<file path="src/rtl/serial_subtractor.sv">
// Bit-serial unsigned subtractor: diff = a - b (mod 2^WIDTH), one bit per clock,
// LSB first. The borrow chain of a ripple subtractor is folded in time into a
// single running-borrow flop. Start/busy/done handshake; results are registered
// and hold until the next completion.
module serial_subtractor #(
    parameter int WIDTH = 8
) (
    input  logic             clk,
    input  logic             rst,
    input  logic             start,
    input  logic [WIDTH-1:0] a,
    input  logic [WIDTH-1:0] b,
    output logic [WIDTH-1:0] diff,
    output logic             borrow,
    output logic             zero,
    output logic             busy,
    output logic             done
);

    // Counter must hold 0..WIDTH-1; the +1 keeps CW >= 1 even for WIDTH=1.
    localparam int CW = $clog2(WIDTH + 1);
    localparam logic [CW-1:0] LAST_BIT = CW'(WIDTH - 1);

    typedef enum logic [1:0] {
        ST_IDLE  = 2'd0,
        ST_SHIFT = 2'd1,
        ST_DONE  = 2'd2
    } state_t;

    // Full-subtractor cell: returns {borrow_out, difference_bit}.
    function automatic logic [1:0] sub_bit(input logic x, input logic y, input logic br_in);
        logic d;
        logic br_out;
        d      = x ^ y ^ br_in;
        br_out = (~x & y) | (~(x ^ y) & br_in);
        return {br_out, d};
    endfunction

    state_t           state_q, state_d;
    logic [WIDTH-1:0] a_sh_q, a_sh_d;
    logic [WIDTH-1:0] b_sh_q, b_sh_d;
    logic [WIDTH-1:0] res_q, res_d;
    logic [CW-1:0]    cnt_q, cnt_d;
    logic             br_q, br_d;
    logic [WIDTH-1:0] diff_q, diff_d;
    logic             borrow_q, borrow_d;
    logic             zero_q, zero_d;
    logic             busy_q, busy_d;
    logic             done_q, done_d;

    logic [1:0]       cell_s;
    logic [WIDTH-1:0] res_next_s;

    // One bit of the subtraction: LSBs of the operand shifters plus running borrow.
    always_comb begin
        cell_s     = sub_bit(a_sh_q[0], b_sh_q[0], br_q);
        // New difference bit enters at the MSB; after WIDTH steps the LSB sits at bit 0.
        res_next_s = WIDTH'({cell_s[0], res_q} >> 1);
    end

    // Next-state and datapath control; every register holds unless told otherwise.
    always_comb begin
        state_d  = state_q;
        a_sh_d   = a_sh_q;
        b_sh_d   = b_sh_q;
        res_d    = res_q;
        cnt_d    = cnt_q;
        br_d     = br_q;
        diff_d   = diff_q;
        borrow_d = borrow_q;
        zero_d   = zero_q;
        busy_d   = busy_q;
        done_d   = 1'b0;

        case (state_q)
            ST_IDLE, ST_DONE: begin
                if (start) begin
                    // Accept: operands captured here only; outputs keep the old result.
                    a_sh_d  = a;
                    b_sh_d  = b;
                    cnt_d   = '0;
                    br_d    = 1'b0;
                    busy_d  = 1'b1;
                    state_d = ST_SHIFT;
                end else begin
                    busy_d  = 1'b0;
                    state_d = ST_IDLE;
                end
            end
            ST_SHIFT: begin
                // start is deliberately ignored here: no queuing, no restart.
                a_sh_d = a_sh_q >> 1;
                b_sh_d = b_sh_q >> 1;
                res_d  = res_next_s;
                br_d   = cell_s[1];
                cnt_d  = cnt_q + {{(CW-1){1'b0}}, 1'b1};
                if (cnt_q == LAST_BIT) begin
                    diff_d   = res_next_s;
                    borrow_d = cell_s[1];
                    zero_d   = (res_next_s == '0);
                    busy_d   = 1'b0;
                    done_d   = 1'b1;
                    state_d  = ST_DONE;
                end else begin
                    state_d  = ST_SHIFT;
                end
            end
            default: begin
                // Unreachable encoding: recover to a clean idle.
                busy_d  = 1'b0;
                state_d = ST_IDLE;
            end
        endcase
    end

    // State and datapath registers; synchronous reset discards any partial result.
    always_ff @(posedge clk) begin
        if (rst) begin
            state_q  <= ST_IDLE;
            a_sh_q   <= '0;
            b_sh_q   <= '0;
            res_q    <= '0;
            cnt_q    <= '0;
            br_q     <= 1'b0;
            diff_q   <= '0;
            borrow_q <= 1'b0;
            zero_q   <= 1'b0;
            busy_q   <= 1'b0;
            done_q   <= 1'b0;
        end else begin
            state_q  <= state_d;
            a_sh_q   <= a_sh_d;
            b_sh_q   <= b_sh_d;
            res_q    <= res_d;
            cnt_q    <= cnt_d;
            br_q     <= br_d;
            diff_q   <= diff_d;
            borrow_q <= borrow_d;
            zero_q   <= zero_d;
            busy_q   <= busy_d;
            done_q   <= done_d;
        end
    end

    assign diff   = diff_q;
    assign borrow = borrow_q;
    assign zero   = zero_q;
    assign busy   = busy_q;
    assign done   = done_q;

endmodule

</file>
<file path="config.mk">
export PLATFORM = sky130hd
export DESIGN_NAME = serial_subtractor
export DESIGN_NICKNAME = d
export VERILOG_FILES = /design/src/rtl/serial_subtractor.sv
export SDC_FILE = /design/constraint.sdc
export NUM_CORES = 1
export LEC_CHECK = 0
export CAP_MARGIN = 0
export CORE_MARGIN = 10
export CORE_UTILIZATION = 30
export CTS_BUF_LIST = sky130_fd_sc_hd__clkbuf_8
export CTS_CLUSTER_SIZE = 20
export DETAILED_ROUTE_END_ITERATION = 10
export PLACE_DENSITY = 0.61
export SLEW_MARGIN = 30
export SYNTH_ARGS = -nofsm -noshare
export SYNTH_HDL_FRONTEND = slang
export SYNTH_SLANG_ARGS = --single-unit
</file>
<file path="constraint.sdc">
create_clock -name clk -period 2.3 [get_ports clk]
set_input_delay 0.46 -clock clk [delete_from_list [all_inputs] [get_ports clk]]
set_output_delay 0.46 -clock clk [all_outputs]
set_load 0.1 [all_outputs]
</file>
# --- Word-level counts from Yosys, hierarchy flattened ---
# Cells that the tools add are included.
# Widths: inputs -> output; s select.
totals:
  out_inout_bits: 12
  inputBits: 19
  wordCells: 47
  reg_bits: 43
classes:
  n_eq_ne: 5
  bitwise: 8
  muxes: 15
  addsub: 1
  n_reduce_logical: 7
ops:
  columns: ["op", "n"]
  rows:
  - ["$pmux 8 s2", 2]
  - ["$mux 8", 2]
  - ["$logic_not 8->1", 1]
  - ["$pmux 4 s2", 1]
  - ["$mux 1", 5]
  - ["$add 4x1->4 const B", 1]
  - ["$eq 4x3->1 const B", 1]
  - ["$mux 4", 1]
  - ["$ne 2x2->1 const B", 2]
  - ["$pmux 1 s2", 2]
  - ["$pmux 2 s2", 1]
  - ["$reduce_and 2->1", 2]
  - ["$reduce_or 2->1", 2]
  - ["$not 1->1", 3]
  - ["$and 1x1->1", 2]
  - ["$eq 2x1->1 const B", 1]
  - ["$eq 2x2->1 const B", 1]
  - ["$logic_not 2->1", 1]
  - ["$mux 2", 1]
  - ["$reduce_bool 2->1", 1]
  - ["$xor 1x1->1", 2]
  - ["$or 1x1->1", 1]

# --- Depth between registers and ports, before layout ---
depth:
  ltp_word: 5
  depth_mapped: 5
  ltp_nobuf: 5

# --- Least setup slack after synthesis ---
# No wires, ideal clock.
synth_path:
  path_kind: "reg2out"
  startpoint: "reg borrow_q (netlist: borrow)"
  endpoint: "out borrow"
  setup_slack_ns: 0.915
  required_time_ns: 1.840
  t_arrival_ns: 0.925
  stages_incl_launch_ff: 1
  path_buffers: 0
  path_cell_list: "dfxtp_1"
synth_lines:
  columns: ["element", "line", "rtl"]
  rows:
  - ["start: declaration", "46", "logic borrow_q, borrow_d;"]
  - ["start signal: assignment", "138", "borrow_q <= borrow_d;"]
  - ["end: declaration", "14", "output logic borrow,"]
# No word-level cell between the ends.

# --- Worst setup path in the final report ---
layout_path:
  startpoint: "reg cnt_q[0]"
  endpoint: "reg borrow_q (netlist: borrow)"
layout_via:
  elab_chain_len: 2
layout_lines:
  columns: ["element", "line", "rtl"]
  rows:
  - ["start: declaration", "43", "logic [CW-1:0] cnt_q, cnt_d;"]
  - ["start signal: assignment", "135", "cnt_q <= cnt_d;"]
  - ["$eq 4x3->1", "97", "if (cnt_q == LAST_BIT) begin"]
  - ["$reduce_and 2->1 (no line)", null, null]
# Every way passes these cells.
# A chain may end at the register's enable or synchronous reset.

==> impl_results.md <==
* Outcome: completed
* Global-route wire length before repair at 6.66 mm
* Clock tree buffer depth at 2
* Area growth from synthesis to layout at 24.3%
* Number of global-route vias before repair at 1477
* Static power due to leakage at 0.757 nW
* Clock skew at 0.00702 ns
* Total placed instance area at 2020 um2
* GR Overflow Total at 0
* Drt first pass iters at 4
* Post-layout total power at 1.48 mW
* Leading cell types in the layout, fill and taps excluded: dfxtp_1 (42), a21oi_1 (39), nand3_1 (28)
* Die footprint at 9150 um2
* Post-synthesis cell area at 1720 um2
* Largest net degree at the start of global routing at 21
* Critical path type: flip-flop to flip-flop
* Critical path required time at 2.50 ns
* Count of buffers inserted at the top-level ports at 30
* Unrepaired setup endpoints after global routing: false
* Resized cells post-CTS at 0
* Worst min-delay path class: flip-flop to flip-flop
* Max-slew violations at 0
* Clock Sinks at 42
* Synth Instances at 193
* Routability congestion estimate at 0.708
* Number of nets produced by synthesis at 214
* Number of synthesized flops with an enable pin at 0
* Signal arrival time at the worst endpoint at 1.73 ns
* Remaining antenna violation count after routing at 0
* Buffer type at the clock tree root: clkbuf_8
* TritonCTS buffer count at 5
* Startpoint kind of the worst setup timing path: flip-flop
* Hold buffer count at CTS at 0
* Filler instances at 584
* Initial Utilization at 31.0%
* Shortest period the worst path allows at 1.53 ns
* Clk_lat worst skew at 0.29 ns
* Clock tree from TritonCTS: yes
* Clock transition at the register clock pins on the worst setup and hold paths after CTS at 0.08 ns
* Layout Nets at 242
* Worst-case headroom to the max-slew limit at 64.2%
* Total Routed Length at 4.01 mm
* Final hold vios at 0
* GRT Overall Usage at 8.99%
* FP Rows at 27
* Warnings, synthesis at 0
* Final setup violation count at 0
* Worst setup margin at 0.768 ns
* Number of inserted diodes at 0
* Flip-flop cell with the highest count after synthesis: dfxtp_1
* Post-place setup slack at 0.501 ns
* Post-detailed-route DRC marker count at 0
* Count of cell types in the netlist at 29
* Most frequent standard cell in the layout excluding fill and tap cells: dfxtp_1
* Vias after detailed routing at 1446
* Top fanout value on the critical path at 11
* Final sum of negative setup slack at 0 ns
* DP HPWL at 2.74 mm
* DRC violation total after the first TritonRoute iteration at 70
* Max IR drop VDD at 207 uV
* Number of primary I/O pins at 31
* Layout Cell Area excl Fill at 2130 um2
* Number of buffers added for setup after CTS at 0
* Share of post-route cells with drive strength above 1 at 14.9%
* Count of H-tree levels built during CTS at 2
* Horiz. Die Dim at 95.7 um
* Highest achievable clock rate at 653 MHz
* Die extent in y at 95.7 um
* Share of flip-flops with an asynchronous set or reset at 0%
* Number of storage elements in the synthesis netlist at 42
* Area of the core region at 5540 um2
* Initial antenna violation count at 0
* Transition time at the pin with the least slew margin at 0.535 ns
* Per-cell routed wire length at 13.6 um
* Share of the yosys chip area belonging to registers at 48.9%
* Via/cell ratio at 4.92
* Tcrit/Tclk final at 66.6%
* Average footprint of a synthesized cell at 8.90 um2
* Max Cap Violations at 0
* Capturing element type of the critical path: flip-flop
* Pwr Density at 694 nW/um2
==> worst max-delay path, stage by stage, from the launching register on <==
cell      delay, ns
dfxtp_1        0.38
ha_1           0.23
and3b_1        0.45
a21oi_1        0.14
a311oi_2       0.24
==> registers in the layout (all words and copies together) (netlist names) <==
name     count
done         1
diff         8
b_sh_q       8
borrow       1
busy         1
zero         1
a_sh_q       8
state_q      2
res_q        7
br_q         1
cnt_q        4
==> cell usage after synthesis (2+ instances only) <==
master    number  area share, %
buf_4          5            2.2
nand2b_1       4            1.5
a21oi_1       39             11
dfxtp_1       42             49
a22oi_1       14            6.1
nor4_1         2           0.73
o21ai_0        7            2.0
nand2_1       17            3.7
nor2_1         2           0.44
clkbuf_1       5            1.1
buf_6          4            2.6
inv_1          2           0.44
nor3_1         2           0.58
nand3_1       28            8.2
o21ai_1        2           0.58
buf_2          4            1.2
nand4_1        2           0.73
==> path summary, 6_finish.rpt <==
| kind | from | endpoint | slack [ns] | cells after the start |
|---|---|---|---|---|
| min | a_sh_q[3] | a_sh_q[3] | 0.47 | 2 |
| max reg2reg | cnt_q[0] | borrow | 0.77 | 4 |
| max | cnt_q[0] | borrow | 0.77 | 4 |
| min reg2reg | a_sh_q[3] | a_sh_q[3] | 0.47 | 2 |
==> final cells by class <==
cell class	count	area, um2	area share (%)
clock buffers	8	110	5.16
multi-input cells	130	741	34.7
inverters	2	7.51	0.352
flip-flops and latches	42	841	39.4
repair buffers	40	345	16.2
well taps	72	90.1	4.22
==> per-stage QoR <==
| step | hold WS [ns] | utilization [%] | instances |
|---|---|---|---|
| 3_3_place_gp | 0.454 | 36.5 | 286 |
| 4_1_cts | 0.470 | 38.5 | 294 |
| 2_1_floorplan | 0.448 | - | 193 |
| 3_5_place_dp | 0.459 | 36.5 | 286 |
| 6_report | 0.470 | 38.5 | 294 |
| 5_1_grt | 0.489 | 38.5 | 294 |
==> metal layers <==
metal,GRT usage [%],part of all wire (%),vias up
li1,-,-,742
met1,10.5,47,681
met2,14.6,47,21
met3,4.01,5.5,2
met4,2.58,0.50,0
met5,0,0,-
==> kinds of logic (layout without fill, tap and decap cells) <==
logic type               Yosys count  count (layout)  share of synthesized area (%)
AO/OA/AOI/OAI                     64              64                           21.7
adder cells (fa/ha/maj)            2               2                           1.89
buffers and inverters             21              50                           7.94
flip-flops                        42              42                           48.9
multiplexers                       2               2                           1.53
AND/OR/NAND/NOR                   62              62                           18.0
==> report_power, final <==
| part | internal, mW | switching [mW] |
|---|---|---|
| Clock | 0.303 | 0.234 |
| Combinational | 0.0766 | 0.101 |
| Sequential | 0.753 | 0.0150 |
| Total | 1.13 | 0.350 |
Power figures use the tool's default switching activity.
